### config.mk
export PLATFORM = sky130hd
export DESIGN_NAME = display_scan_ctrl_flat
export DESIGN_NICKNAME = d
export VERILOG_FILES = /design/src/rtl/display_scan_ctrl_if.sv /design/src/rtl/display_scan_ctrl.sv /design/src/flat_wrapper.sv
export SDC_FILE = /design/constraint.sdc
export NUM_CORES = 1
export LEC_CHECK = 0
export ABC_AREA = 1
export CAP_MARGIN = 20
export CORE_ASPECT_RATIO = 1.1
export CORE_UTILIZATION = 30
export CTS_CLUSTER_DIAMETER = 30
export DETAILED_ROUTE_END_ITERATION = 10
export SYNTH_ARGS = -nofsm -noshare
export SYNTH_HDL_FRONTEND = slang
export SYNTH_SLANG_ARGS = --single-unit
### constraint.sdc
create_clock -name clk -period 2.2 [get_ports clk]
set_clock_uncertainty 0.15 [all_clocks]
set_input_delay 0.66 -clock clk [delete_from_list [all_inputs] [get_ports clk]]
set_output_delay 0.66 -clock clk [all_outputs]
set_load 0.1 [all_outputs]
### src/rtl/display_scan_ctrl_if.sv
// Bus between the display scan controller and its environment.
//   sw        : raw switch code, bit4 = C1 ... bit0 = C5
//   req       : request to evaluate the current switch code
//   code_out  : code driven onto the display datapath (C1..C5)
//   seg_in    : datapath outputs, bit3 = A ... bit0 = D
//   res_out   : latched datapath result
//   res_code  : code that produced res_out
//   res_valid : result available, held until res_ack
//   res_ack   : consumer acknowledge
//   busy      : controller not idle
// Modports: slave = controller side, master = environment side.
interface display_scan_ctrl_if;
  logic [4:0] sw;
  logic       req;
  logic [4:0] code_out;
  logic [3:0] seg_in;
  logic [3:0] res_out;
  logic [4:0] res_code;
  logic       res_valid;
  logic       res_ack;
  logic       busy;

  modport slave (
    input  sw, req, seg_in, res_ack,
    output code_out, res_out, res_code, res_valid, busy
  );

  modport master (
    output sw, req, seg_in, res_ack,
    input  code_out, res_out, res_code, res_valid, busy
  );
endinterface

### src/rtl/display_scan_ctrl.sv
// Display scan controller: on request, (optionally) debounces the switch code, drives it onto the
// display datapath, waits for the datapath to settle, then latches and holds the result until
// acknowledged.
// Ports:
//   clk : clock, all state on rising edge
//   rst : synchronous active-high reset
//   bus : display_scan_ctrl_if.slave (sw, req, seg_in, res_ack in; code_out, res_out, res_code,
//         res_valid, busy out)
// Parameters:
//   SETTLE     : datapath settle time in cycles (>= 1)
//   DEB_CYCLES : consecutive stable cycles needed to accept a switch code (>= 1)
// Configuration:
//   DISPLAY_SCAN_CTRL_DEBOUNCE_EN : when defined, adds the DEBOUNCE state between IDLE and DRIVE;
//   when undefined, IDLE drives the raw switch code straight away.
module display_scan_ctrl #(
  parameter int unsigned SETTLE     = 2,
  parameter int unsigned DEB_CYCLES = 4
) (
  input logic                 clk,
  input logic                 rst,
  display_scan_ctrl_if.slave  bus
);

  localparam int unsigned MaxCnt = (SETTLE > DEB_CYCLES) ? SETTLE : DEB_CYCLES;
  localparam int unsigned CntW   = (MaxCnt > 1) ? $clog2(MaxCnt) : 1;

  localparam logic [CntW-1:0] SettleLast = CntW'(SETTLE - 1);

  localparam logic [1:0] StIdle     = 2'd0;
  localparam logic [1:0] StDrive    = 2'd2;
  localparam logic [1:0] StHold     = 2'd3;
`ifdef DISPLAY_SCAN_CTRL_DEBOUNCE_EN
  localparam logic [1:0] StDebounce = 2'd1;
  localparam logic [CntW-1:0] DebLast = CntW'(DEB_CYCLES - 1);
`endif

  logic [1:0]      r_state, w_state_nxt;
  logic [CntW-1:0] r_cnt, w_cnt_nxt;
  logic [4:0]      r_code, w_code_nxt;
  logic [3:0]      r_res, w_res_nxt;
  logic [4:0]      r_res_code, w_res_code_nxt;
  logic            r_valid, w_valid_nxt;
`ifdef DISPLAY_SCAN_CTRL_DEBOUNCE_EN
  logic [4:0]      r_sw_q, w_sw_q_nxt;
`endif

  always_comb begin
    w_state_nxt    = r_state;
    w_cnt_nxt      = r_cnt;
    w_code_nxt     = r_code;
    w_res_nxt      = r_res;
    w_res_code_nxt = r_res_code;
    w_valid_nxt    = r_valid;
`ifdef DISPLAY_SCAN_CTRL_DEBOUNCE_EN
    w_sw_q_nxt     = r_sw_q;
`endif
    case (r_state)
      StIdle: begin
        if (bus.req) begin
          w_cnt_nxt   = '0;
`ifdef DISPLAY_SCAN_CTRL_DEBOUNCE_EN
          w_sw_q_nxt  = bus.sw;
          w_state_nxt = StDebounce;
`else
          w_code_nxt  = bus.sw;
          w_state_nxt = StDrive;
`endif
        end
      end
`ifdef DISPLAY_SCAN_CTRL_DEBOUNCE_EN
      StDebounce: begin
        // Any change restarts the stability window with the new code.
        if (bus.sw != r_sw_q) begin
          w_sw_q_nxt = bus.sw;
          w_cnt_nxt  = '0;
        end else if (r_cnt == DebLast) begin
          w_code_nxt  = r_sw_q;
          w_cnt_nxt   = '0;
          w_state_nxt = StDrive;
        end else begin
          w_cnt_nxt = r_cnt + CntW'(1);
        end
      end
`endif
      StDrive: begin
        if (r_cnt == SettleLast) begin
          w_res_nxt      = bus.seg_in;
          w_res_code_nxt = r_code;
          w_valid_nxt    = 1'b1;
          w_cnt_nxt      = '0;
          w_state_nxt    = StHold;
        end else begin
          w_cnt_nxt = r_cnt + CntW'(1);
        end
      end
      StHold: begin
        if (bus.res_ack) begin
          w_valid_nxt = 1'b0;
          w_state_nxt = StIdle;
        end
      end
      default: w_state_nxt = StIdle;
    endcase
  end

  always_ff @(posedge clk) begin
    if (rst) begin
      r_state    <= StIdle;
      r_cnt      <= '0;
      r_code     <= '0;
      r_res      <= '0;
      r_res_code <= '0;
      r_valid    <= 1'b0;
`ifdef DISPLAY_SCAN_CTRL_DEBOUNCE_EN
      r_sw_q     <= '0;
`endif
    end else begin
      r_state    <= w_state_nxt;
      r_cnt      <= w_cnt_nxt;
      r_code     <= w_code_nxt;
      r_res      <= w_res_nxt;
      r_res_code <= w_res_code_nxt;
      r_valid    <= w_valid_nxt;
`ifdef DISPLAY_SCAN_CTRL_DEBOUNCE_EN
      r_sw_q     <= w_sw_q_nxt;
`endif
    end
  end

  assign bus.code_out  = r_code;
  assign bus.res_out   = r_res;
  assign bus.res_code  = r_res_code;
  assign bus.res_valid = r_valid;
  assign bus.busy      = (r_state != StIdle);

endmodule

### src/flat_wrapper.sv
// flat-port wrapper written by rule: the top's interface ports become plain ports
module display_scan_ctrl_flat 
#(
  parameter int unsigned SETTLE     = 2,
  parameter int unsigned DEB_CYCLES = 4
)
  (clk, rst, bus_sw, bus_req, bus_seg_in, bus_res_ack, bus_code_out, bus_res_out, bus_res_code, bus_res_valid, bus_busy);
  display_scan_ctrl_if bus_i ();
  input logic clk;
  input logic rst;
  input wire logic [$bits(bus_i.sw)-1:0] bus_sw;
  input wire logic [$bits(bus_i.req)-1:0] bus_req;
  input wire logic [$bits(bus_i.seg_in)-1:0] bus_seg_in;
  input wire logic [$bits(bus_i.res_ack)-1:0] bus_res_ack;
  output wire logic [$bits(bus_i.code_out)-1:0] bus_code_out;
  output wire logic [$bits(bus_i.res_out)-1:0] bus_res_out;
  output wire logic [$bits(bus_i.res_code)-1:0] bus_res_code;
  output wire logic [$bits(bus_i.res_valid)-1:0] bus_res_valid;
  output wire logic [$bits(bus_i.busy)-1:0] bus_busy;
  assign bus_i.sw = bus_sw;
  assign bus_i.req = bus_req;
  assign bus_i.seg_in = bus_seg_in;
  assign bus_i.res_ack = bus_res_ack;
  assign bus_code_out = bus_i.code_out;
  assign bus_res_out = bus_i.res_out;
  assign bus_res_code = bus_i.res_code;
  assign bus_res_valid = bus_i.res_valid;
  assign bus_busy = bus_i.busy;
  display_scan_ctrl #(.SETTLE(SETTLE), .DEB_CYCLES(DEB_CYCLES)) u_core (.clk(clk), .rst(rst), .bus(bus_i));
endmodule
# --- After elaboration in Yosys (flattened, before gate mapping) ---
# Index checks and enable logic that the tools add are counted.
word_totals:
  register_bits: 19
  in_bits: 13
  out_inout_bits: 16
  wordCells: 32
op_classes:
  n_addsub: 1
  n_eq_ne: 6
  mux: 10
  n_reduce_logical: 9
ops:
  columns: ["cell", "n"]
  rows:
  - ["$mux W2", 5]
  - ["$pmux W2 S3", 1]
  - ["$reduce_and A2 Y1", 3]
  - ["$reduce_and A3 Y1", 2]
  - ["$reduce_bool A2 Y1", 3]
  - ["$eq A2 B2 Y1 const B", 2]
  - ["$ne A2 B2 Y1 const B", 2]
  - ["$pmux W2 S2", 1]
  - ["$add A2 B1 Y2 const B", 1]
  - ["$eq A2 B1 Y1 const B", 1]
  - ["$logic_not A2 Y1", 1]
  - ["$mux W1", 2]
  - ["$ne A2 B1 Y1 const B", 1]
  - ["$pmux W1 S2", 1]

# --- Logic depth before layout (Yosys ltp) ---
logic_depth:
  depth_word: 3
  depth_mapped: 6

# --- Least setup slack after synthesis ---
# OpenSTA, ideal clock, no wires.
synth_timing:
  path_type: "reg2out"
  from: "register u_core.r_state[1]"
  to: "output port bus_busy"
  t_arrival_ns: 1.157
  t_required_ns: 1.390
  path_slack_ns: 0.233
  path_stages_with_launch: 3
  path_buffers: 0
  cell_sequence: "dfxtp_1 > nor2_2 > inv_1"
synth_between:
  elab_chain_len: 1
synth_rtl:
  columns: ["item", "line", "rtl"]
  rows:
  - ["from (decl)", "display_scan_ctrl.sv:37", "logic [1:0] r_state, w_state_nxt;"]
  - ["from (signal assigned)", "display_scan_ctrl.sv:108", "r_state <= StIdle;"]
  - ["from (signal assigned)", "display_scan_ctrl.sv:118", "r_state <= w_state_nxt;"]
  - ["$reduce_bool A2 Y1", "display_scan_ctrl.sv:134", "assign bus.busy = (r_state != StIdle);"]
  - ["to (decl)", "flat_wrapper.sv:19", "output wire logic [$bits(bus_i.busy)-1:0] bus_busy;"]
# No other way between the ends.

# --- Final worst setup path ---
# Same ends and word-level chain as after synthesis.

==> flow_metrics.tcl <==
set metrics [dict create \
    critPathMaxFanout 7 \
    reg2reg_from "u_core.r_state[1]$_SDFFE_PP0P_" \
    fin_nets 161 \
    dr.pass1.iters 4 \
    cts_root_buf "clkbuf_4" \
    critical_path.cell_chain "nor2_2 -> inv_1 -> buf_12" \
    async_flop_share 0 \
    fill_cells 261 \
    yosys-top-cells-count "30 x nor2_1, 19 x dfxtp_1, 19 x nand2_1" \
    io_buffers 28 \
    routabilityCongestion 0.774 \
    stdcell_area_mm2 0.00132 \
    crit_path_top_delay_cell "dfxtp_1" \
    antenna_left 0 \
    syn2layout_area_growth_pct 59.1 \
    numCtsBuffers 3 \
    worstHoldPathType "reg -> reg" \
    yosysTopAreaCellShare 0.459 \
    critical_path_class "reg -> out" \
    placed_area_mm2 0.00129 \
    max_slew.worst_pin.slew_ps 533 \
    clkSinkCount 19 \
    yosys.area.top_type "dfxtp_1" \
    clock_latency_ps 280 \
    setup_viol 0 \
    avgRoutedWirePerCell_um 9.22 \
    reg2reg_to "u_core.bus.res_code[0]$_SDFFE_PP0P_" \
    regToRegSetupSlack_ps 750 \
    powerDensity_mw_per_mm2 645 \
    antenna_found_initial 0 \
    slowest_delay_ps 380 \
    core_mm2 0.00257 \
    hold_start "u_core.r_cnt[1]$_SDFFE_PP0P_" \
    start_util 0.323 \
    clock_path_buffers 2 \
    drive_above_1_share 0.184 \
    fp.dieH_um 57.2 \
    grt_usage 0.121 \
    vias_per_cell 4.41 \
    outcome "finished clean" \
    pin_count 29 \
    yosysSeqAreaShare 0.459 \
    grt_max_degree 17 \
    avgSynthCellArea_um2 7.09 \
    hold_buffers 0 \
    row_count 19 \
    diodes 0 \
    fp.dieW_um 52.1 \
    worstRegToRegCells 5 \
    dieArea_mm2 0.00298 \
    p_leak_nw 0.564 \
    synthCells 117 \
    finalWirelength_mm 1.64 \
    slew_viol_final 0 \
    fmax_ghz 0.488 \
    ys_ff_latch 19 \
    synth-main-ff-cell "dfxtp_1" \
    hpwl_mm 1.27 \
    netlist_area_um2 830 \
    drv_cap 0 \
    seqCellArea_um2 380 \
    synth.distinct_cells 15 \
    yosysMostFrequentCell "nor2_1" \
    whs_endpoint "u_core.r_cnt[1]$_SDFFE_PP0P_" \
    syn-num-nets 130 \
    ctsHtreeMaxLevel 1 \
    grt_overflow 0 \
    setup_tns_ps 0 \
    finalCriticalPeriod_ps 2050 \
    cts_resized 0 \
    holdPathStages 2 \
    required_ps 1390 \
    route.detailed.drc 0 \
    cts_tree "done" \
    ys_warn_count 0 \
    critPathTopFamily "flip-flops" \
    endpoint_kind "output port" \
    finalHoldViolCount 0 \
    crit_buf_inv 2 \
    ys_top_cells_by_area "dfxtp_1 46%, nor2_1 14%, nand2_1 8.6%, inv_1 7.2%, nand3_1 6.6%" \
    vias 785 \
    cts.clk_slew.worst_paths_ps 100 \
    grt_pass1_wl_mm 2.74 \
    drtIter0Drc 10 \
    grt_pass1_vias 671 \
    period_share 0.931 \
    crit_arrival_ps 1240 \
    max-slew-margin-rel 0.644 \
    multi_input_area_um2 370 \
    post_cts_buffers 0 \
    rsz0062_at_grt "no" \
    worst_setup_path_start_kind "flip-flop" \
    synth_edf_count 0 \
    ir_drop_mv 0.401 \
]
==> flip-flops by register name (all words and copies together) (netlist names) <==
name and flops:
u_core.bus.code_out 5, u_core.bus.res_code 5, u_core.bus.res_out 4, u_core.bus.res_valid 1, u_core.r_cnt 2, u_core.r_state 2
==> metrics by stage <==
stage / power [mW] / instances / utilization / setup slack, ps / hold slack (ps)
3_5_place_dp: 0.692 / 174 / 0.504 / 228 / 317
2_1_floorplan: 0.580 / 117 / - / 233 / 297
5_1_grt: 0.894 / 178 / 0.514 / 72.5 / 361
4_1_cts: 0.862 / 178 / 0.514 / 140 / 333
6_report: 0.852 / 178 / 0.514 / 153 / 338
3_3_place_gp: 0.690 / 174 / 0.504 / 273 / 307
==> cells by family after synthesis <==
kind of cell	synth area share
buf+inv	0.0950
flops	0.459
compound gates	0.0422
simple gates	0.404
==> worst max path at each step <==
stage | from | endpoint | slack [ps] | cells past startpoint
4_1_cts | u_core.r_state[1]$_SDFFE_PP0P_ | bus_busy | 140 | 3
2_1_floorplan | u_core.r_state[1]$_SDFFE_PP0P_ | bus_busy | 230 | 2
5_1_grt | u_core.r_state[1]$_SDFFE_PP0P_ | bus_busy | 70 | 3
3_3_place_gp | rst | u_core.r_state[1]$_SDFFE_PP0P_ | 270 | 4
3_5_place_dp | rst | u_core.r_state[1]$_SDFFE_PP0P_ | 230 | 4
6_report | u_core.r_state[1]$_SDFFE_PP0P_ | bus_busy | 150 | 3
==> layout by cell type, fill, tap and decap left out, types with 2 or more instances in the layout <==
cell             instances
a21oi_1                  5
clkdlybuf4s50_1         12
dfxtp_1                 19
nor2_1                  30
nand3b_1                 5
nand3_1                 11
nor2_2                   3
nor2_4                   2
buf_12                  16
clkbuf_4                 3
inv_1                   16
o21ai_0                  2
nand2_1                 19
==> area by class of cell <==
cell class                 instances  share of cell area
sequential                        19               0.288
multi-input combinational         79               0.281
timing repair buffer              28               0.334
tap                               31              0.0294
clock buffer                       4              0.0199
inverter                          17              0.0483
==> tightest hold or removal path, delay by kind of cell (launching register included) <==
family	cells	cell delay, ps
flops	1	340
simple gates	2	110
==> layer usage <==
layer / track usage / wire (um)
met5: 0 / 0
met4: 0.0677 / 31
met3: 0.0160 / 93
met1: 0.148 / 775
met2: 0.200 / 743
==> report_power, final <==
part | internal (mW) | switching, mW
Sequential | 0.363 | 0.0229
Combinational | 0.109 | 0.188
Clock | 0.0703 | 0.0985
Power figures use the tool's default switching activity.
